### src/rtl/jk_reg_ctrl_pkg.sv
// jk_reg_ctrl shared definitions.
// Opcodes and FSM state encoding.
package jk_reg_ctrl_pkg;

  localparam logic [2:0] OP_NOP    = 3'b000;
  localparam logic [2:0] OP_CLEAR  = 3'b001;
  localparam logic [2:0] OP_SET    = 3'b010;
  localparam logic [2:0] OP_LOAD   = 3'b011;
  localparam logic [2:0] OP_TOGGLE = 3'b100;
  localparam logic [2:0] OP_UP     = 3'b101;
  localparam logic [2:0] OP_DOWN   = 3'b110;
  localparam logic [2:0] OP_RSVD   = 3'b111;

  typedef enum logic [1:0] {
    ST_IDLE = 2'b00,
    ST_EXEC = 2'b01,
    ST_DONE = 2'b10
  } state_t;

endpackage

### src/rtl/jk_reg_ctrl_jkff.sv
// jkff: single JK flip-flop cell.
// Async active-high reset clears Q.
module jkff (
  input  logic CLK,
  input  logic RESET,
  input  logic J,
  input  logic K,
  output logic Q
);

  // hold / reset / set / toggle on each rising edge
  always_ff @(posedge CLK or posedge RESET) begin
    if (RESET) begin
      Q <= 1'b0;
    end else begin
      unique case ({J, K})
        2'b01:   Q <= 1'b0;
        2'b10:   Q <= 1'b1;
        2'b11:   Q <= ~Q;
        default: Q <= Q;
      endcase
    end
  end

endmodule

### src/rtl/jk_reg_ctrl.sv
// jk_reg_ctrl: command sequencer driving a bank of jkff cells.
// Define JK_REG_CTRL_DOWN_EN to enable opcode 110 (COUNT_DOWN).
module jk_reg_ctrl
  import jk_reg_ctrl_pkg::*;
#(
  parameter int WIDTH = 4,
  parameter int CNT_W = 8
) (
  input  logic             CLK,
  input  logic             RESET,
  input  logic             CMD_VALID,
  output logic             CMD_READY,
  input  logic [2:0]       CMD_OP,
  input  logic [WIDTH-1:0] CMD_DATA,
  input  logic [CNT_W-1:0] CMD_STEPS,
  output logic [WIDTH-1:0] Q,
  output logic             BUSY,
  output logic             DONE
);

  state_t             state;
  logic [2:0]         op_q;
  logic [WIDTH-1:0]   data_q;
  logic [CNT_W-1:0]   rem;
  logic [WIDTH-1:0]   j;
  logic [WIDTH-1:0]   k;
  logic [WIDTH-1:0]   up_t;
  logic               cnt_op;
  logic               has_steps;

`ifdef JK_REG_CTRL_DOWN_EN
  logic [WIDTH-1:0]   dn_t;

  // down-count toggle: bit i flips when all lower bits are zero
  always_comb begin
    logic run;
    run  = 1'b1;
    dn_t = '0;
    for (int i = 0; i < WIDTH; i++) begin
      dn_t[i] = run;
      run     = run & ~Q[i];
    end
  end

  assign cnt_op = (op_q == OP_UP) || (op_q == OP_DOWN);
`else
  assign cnt_op = (op_q == OP_UP);
`endif

  assign has_steps = (rem != '0);

  // up-count toggle: bit i flips when all lower bits are one
  always_comb begin
    logic run;
    run  = 1'b1;
    up_t = '0;
    for (int i = 0; i < WIDTH; i++) begin
      up_t[i] = run;
      run     = run & Q[i];
    end
  end

  // per-bit J/K; zero outside EXEC so the bank holds
  always_comb begin
    j = '0;
    k = '0;
    if (state == ST_EXEC) begin
      unique case (1'b1)
        op_q == OP_CLEAR: k = '1;
        op_q == OP_SET:   j = '1;
        op_q == OP_LOAD: begin
          j = data_q;
          k = ~data_q;
        end
        op_q == OP_TOGGLE: begin
          j = data_q;
          k = data_q;
        end
        op_q == OP_UP: begin
          if (has_steps) begin
            j = up_t;
            k = up_t;
          end
        end
`ifdef JK_REG_CTRL_DOWN_EN
        op_q == OP_DOWN: begin
          if (has_steps) begin
            j = dn_t;
            k = dn_t;
          end
        end
`endif
        default: begin
          j = '0;
          k = '0;
        end
      endcase
    end
  end

  // command FSM with registered handshake/status outputs
  always_ff @(posedge CLK or posedge RESET) begin
    if (RESET) begin
      state     <= ST_IDLE;
      op_q      <= OP_NOP;
      data_q    <= '0;
      rem       <= '0;
      CMD_READY <= 1'b1;
      BUSY      <= 1'b0;
      DONE      <= 1'b0;
    end else begin
      unique case (state)
        ST_IDLE: begin
          if (CMD_VALID) begin
            op_q      <= CMD_OP;
            data_q    <= CMD_DATA;
            rem       <= CMD_STEPS;
            state     <= ST_EXEC;
            CMD_READY <= 1'b0;
            BUSY      <= 1'b1;
          end
        end
        ST_EXEC: begin
          if (cnt_op && (rem > CNT_W'(1))) begin
            rem <= rem - CNT_W'(1);
          end else begin
            state <= ST_DONE;
            BUSY  <= 1'b0;
            DONE  <= 1'b1;
          end
        end
        ST_DONE: begin
          state     <= ST_IDLE;
          DONE      <= 1'b0;
          CMD_READY <= 1'b1;
        end
        default: begin
          state     <= ST_IDLE;
          CMD_READY <= 1'b1;
          BUSY      <= 1'b0;
          DONE      <= 1'b0;
        end
      endcase
    end
  end

  // one jkff per register bit
  for (genvar g = 0; g < WIDTH; g++) begin : g_ff
    jkff u_ff (
      .CLK   (CLK),
      .RESET (RESET),
      .J     (j[g]),
      .K     (k[g]),
      .Q     (Q[g])
    );
  end

endmodule

### config.mk
export PLATFORM = sky130hd
export DESIGN_NAME = jk_reg_ctrl
export DESIGN_NICKNAME = d
export VERILOG_FILES = /design/src/rtl/jk_reg_ctrl_pkg.sv /design/src/rtl/jk_reg_ctrl_jkff.sv /design/src/rtl/jk_reg_ctrl.sv
export SDC_FILE = /design/constraint.sdc
export NUM_CORES = 1
export LEC_CHECK = 0
export ABC_CLOCK_PERIOD_IN_PS = 3100
export CAP_MARGIN = 5
export CORE_UTILIZATION = 57
export CTS_CLUSTER_SIZE = 12
export DETAILED_ROUTE_END_ITERATION = 8
export PLACE_DENSITY = 0.95
export SLEW_MARGIN = 20
export SYNTH_ARGS = -nofsm -noshare
export SYNTH_HDL_FRONTEND = slang
export SYNTH_SLANG_ARGS = --single-unit
### constraint.sdc
create_clock -name CLK -period 3.1 [get_ports CLK]
set_clock_uncertainty 0.05 [all_clocks]
set_input_delay 0.62 -clock CLK [delete_from_list [all_inputs] [get_ports CLK]]
set_output_delay 0.62 -clock CLK [all_outputs]
set_load 0.02 [all_outputs]
After elaboration in Yosys (flattened, before gate mapping)
Index checks and enable logic that the tools add are counted.

cells by class
  $add $sub $neg = 1
  $lt $le $gt $ge = 1
  eq/ne operators = 22
  mux-type cells = 22
  bitwise gates (word level) = 10
  reduce and logical (&&, ||, !) cells = 15

operator list
  operator               number
  $eq A2 B2 Y1 const B   9
  $mux W8                2
  $pmux W4 S4            1
  $pmux W8 S2            1
  $pmux W1 S3            5
  $mux W4                3
  $pmux W4 S3            1
  $reduce_bool A3 Y1     4
  $eq A2 B1 Y1 const B   5
  $gt A8 B1 Y1 const B   1
  $reduce_and A2 Y1      4
  $reduce_bool A8 Y1     1
  $sub A8 B1 Y8 const B  1
  $not A1 Y1             7
  $eq A3 B2 Y1 const B   2
  $eq A3 B3 Y1 const B   2
  $reduce_and A3 Y1      2
  $mux W1                4
  $mux W2                2
  $ne A2 B2 Y1 const B   2
  $not A4 Y4             1
  $pmux W1 S2            2
  $pmux W2 S2            1
  $eq A3 B1 Y1 const B   1
  other kinds (6)        7

word-level totals
  flip-flop bits (word level) = 24
  bits of input ports = 18
  output and inout port bits = 7

Logic depth before layout (Yosys ltp)
  depth after elaboration = 7
  depth in mapped cells = 7
  mapped depth without buffers = 7

Hierarchy
Synthesis repeated with hierarchy kept, for this count alone.

unflattened totals
  cells, all modules = 169
  area, all modules = 1432.6 µm²

modules (own cells, without submodules)
  module       times used  cells an instance  area an instance (µm²)  sequential area each (µm²)
  jk_reg_ctrl  1           153                1282.5                  501.7
  jkff         4           4                  37.5                    25.0

Least setup slack after synthesis
No wires, ideal clock.

  path kind = register to register
  start = register rem[0]
  end = register g_ff[1].u_ff.Q
  library setup time = 121 ps
  arrival time = 1754 ps
  data required time = 2929 ps
  slack = 1175 ps
  stages on the path, launching flop included = 7
  buffers on the path = 0
  clock period less this slack = 1925 ps
  cells stage by stage = dfrtp_1 -> inv_1 -> ha_1 -> nor3b_1 -> a21oi_1 -> or3b_1 -> a22o_1

between the ends
  word-level cells in the longest chain between the ends = 6
  elaborated cells between the ends (all ways) = 11
  those cells by class = 3 x eq/ne; 6 x mux; 2 x reduce/logical

RTL lines
  item                                               RTL line                text
  start, declared                                    jk_reg_ctrl.sv:24       logic [CNT_W-1:0] rem;
  start signal, assigned                             jk_reg_ctrl.sv:125      rem <= rem - CNT_W'(1);
  $reduce_bool A8 Y1 (*)                             jk_reg_ctrl.sv:50       assign has_steps = (rem != '0);
  $mux W4 (*)                                        jk_reg_ctrl.sv:80       if (has_steps) begin
  $pmux W4 S4 or $pmux W4 S3 (tied branches)         jk_reg_ctrl.sv:68       unique case (1'b1)
  $mux W4                                            jk_reg_ctrl.sv:67       if (state == ST_EXEC) begin
  $eq A2 B2 Y1 or $eq A2 B1 Y1 (tied branches)       jk_reg_ctrl_jkff.sv:16  unique case ({J, K})
  $pmux W1 S3 or $reduce_bool A3 Y1 (tied branches)  n/a
  end signal, assigned                               jk_reg_ctrl_jkff.sv:19  2'b11: Q <= ~Q;
  end, declared                                      jk_reg_ctrl_jkff.sv:8   output logic Q

Mark *: on every way between the ends. The rest lies on a longest branch, timed or not.
A chain may end at the register's enable or synchronous reset.

Final worst setup path
Same ends and word-level chain as after synthesis.

==> flow_summary.ini <==
[run_status]
status = complete, no violations

[cells_and_area]
antennaDiodeCount = 0
area.growth.synth_to_final_pct = 17.1
drive_gt1_share_pct = 8.95
finalCoreUtilization_pct = 71.8
layout.cells.non_filler = 220
final_cell_mix = nand2_1 (24), clkdlybuf4s50_1 (24), dfrtp_1 (23)
numnets_final = 211

[placed_design]
finalWeightedCongestion = 0.890
numPlacedInstances = 216
placement.io_buffers = 24
place.detailed.hpwl_um = 2560

[yosys]
netlist_area_um2 = 1530
yosys.cell_types.count = 46
synth_top_area_share_pct = 37.6
synth_top_cells_by_area = dfrtp_1 (38%), nand2_1 (5.9%), o2bb2a_4 (5.2%)
synth-main-ff-cell = dfrtp_1
synth.yosys.warnings = 0
synth-edff-count = 0
postSynthAreaPerCell_um2 = 8.96
ys_seq_area_share_pct = 39.3
yosys.area.top_type = dfrtp_1
synth_nets = 191
gate_count_of_the_mapped_netlist = 171
async_reset_ff_share_pct = 100
ffs_latches_synth = 24

[sta]
max_freq_mhz = 447
setup_violators_final = 0
grt_setup_unrepaired = no
period_share_pct = 72.1
final.min_clock_period_ns = 2.23
setup-tns-final_ns = 0
worst_slew_slack_as_a_fraction_of_its_limit_pct = 38.9
least_margin_pin_slew_ns = 0.915
timing.final.max_slew_violations = 0
hold_viol_final = 0

[floorplanning]
initial_utilization_pct = 61.3
core.rowCount = 18
die_width_um = 53.9
die_height_um = 53.9
design.portCount = 25
dieArea_um2 = 2900
core_area_um2 = 2500

[critical_path]
critical_path.cell_chain = inv_1 -> ha_1 -> nor3b_1 -> a21oi_1 -> or3b_1 -> a22o_1
cp.required_ns = 3.27
cp_data_arrival_time_ns = 2.41
crit_type = reg -> reg
regToRegSetupSlack_ns = 0.87
critPathSlowestCell = nor3b_1
startpoint_type = flip-flop
timing.critical_path.fanout_max = 6
critical_path.n_buffers_inverters = 1
slowest_delay_ns = 0.46
critical-path-top-delay-family = simple AND/OR/NAND/NOR gates
worst_setup_path_end_kind = flip-flop

[route]
avgRoutedWirePerCell_um = 15.8
drtIter0Drc = 53
route.detailed.vias_per_inst = 6.16
detail_route.first_pass.iterations = 4
drc_errors = 0
antenna_left = 0
wl_um = 3470
detailroute.via_count = 1356

[job]
max_cap_viols = 0

[global_routing]
grt.met3_usage_pct = 3.11
grt-busiest-layer = met2
grt_max_degree = 25
met1_usage_pct = 34.2
grt_usage_pct = 26.7
globalRouteMet2Util_pct = 44.9
gr-total-overflow = 0
grt_first_pass_wirelength_um = 5510
first_global_vias = 1268
antenna_found_initial = 0

[clocking]
clock_sinks = 24
cts_htree_levels = 1
postCtsResizedCells = 0
cts_made_buffers = 3
clk_path_buf_depth = 2
clk_latency_ns = 0.32
clock-root-buffer = clkbuf_4
cts_hold_buf = 0
post_cts_buffers = 0
clock_tree_from_tritoncts = yes
cts.reportedPaths.clkPinSlew_ns = 0.13

[pwr]
power-per-cell-area_nw_per_um2 = 955
vdd.ir_drop.worst_mv = 0.647
leakagePower_uw = 0.000769

[min_path]
type_of_the_tightest_min_delay_check = reg -> reg
-- metal layers --
layer	vias up	wire (um)
li1	654	-
met1	655	1500
met2	39	1770
met3	8	145
met4	0	54
met5	-	0
-- sequential cells by signal (all words and copies together), names as in the netlist --
| name | count |
|---|---|
| BUSY | 1 |
| CMD_READY | 1 |
| DONE | 1 |
| data_q | 4 |
| g_ff.u_ff.Q | 4 |
| op_q | 3 |
| rem | 8 |
| state | 2 |
-- worst min-delay path, cell delays in order (launching register included) --
cell	delay, ns
dfstp_2	0.40
nor2_1	0.09
nor2_1	0.05
-- worst paths after layout --
check / cells after the start / to / start
worst min-delay path: 2 / CMD_READY / CMD_READY
worst max register to register: 6 / g_ff[1].u_ff.Q / rem[0]
min in group asynchronous: 2 / data_q[3] / RESET
worst min register to register: 2 / CMD_READY / CMD_READY
worst max-delay path: 6 / g_ff[1].u_ff.Q / rem[0]
max in group asynchronous: 2 / rem[4] / RESET
-- layout make-up --
| class | count | area (um^2) |
|---|---|---|
| multi-input cells | 127 | 838 |
| flip-flops and latches | 24 | 602 |
| inverters | 9 | 36.3 |
| well taps | 30 | 37.5 |
| repair buffers | 26 | 255 |
| clock buffers | 4 | 26.3 |
| fillers | 190 | 704 |
-- synth_stat cells (all sizes together), types with 4 or more instances --
| library cell | number |
|---|---|
| nand2b | 8 |
| nand2 | 24 |
| buf | 4 |
| o2bb2a | 4 |
| dfrtp | 23 |
| nor2b | 5 |
| nor2 | 11 |
| o21ai | 7 |
| nand3 | 4 |
| o22ai | 4 |
| nor3 | 4 |
| inv | 9 |
| a21oi | 15 |
| clkbuf | 7 |
-- power by group --
| part | switching, uW | internal, uW |
|---|---|---|
| combinational | 479 | 422 |
| sequential | 204 | 463 |
| clock | 96.9 | 50.4 |
-- through the flow --
| stage | hold slack, ns | worst slack (ns) | cell area (um^2) | total power [uW] |
|---|---|---|---|---|
| after floorplan | 0.421 | 1.18 | 1530 | 1320 |
| after global placement | 0.427 | 0.952 | 1770 | 1490 |
| after detailed placement | 0.450 | 0.775 | 1770 | 1560 |
| after CTS | 0.473 | 0.885 | 1800 | 1710 |
| after global routing | 0.477 | 0.723 | 1800 | 1830 |
| final | 0.469 | 0.865 | 1800 | 1720 |
-- cell families after synthesis --
kind of cell,after synthesis,synth area share (%)
AND/OR/NAND/NOR,69,23.4
AO/OA/AOI/OAI,56,29.6
flip-flops,24,39.3
buffers and inverters,20,6.04
adder cells (fa/ha/maj),2,1.63
Power figures use the tool's default switching activity.
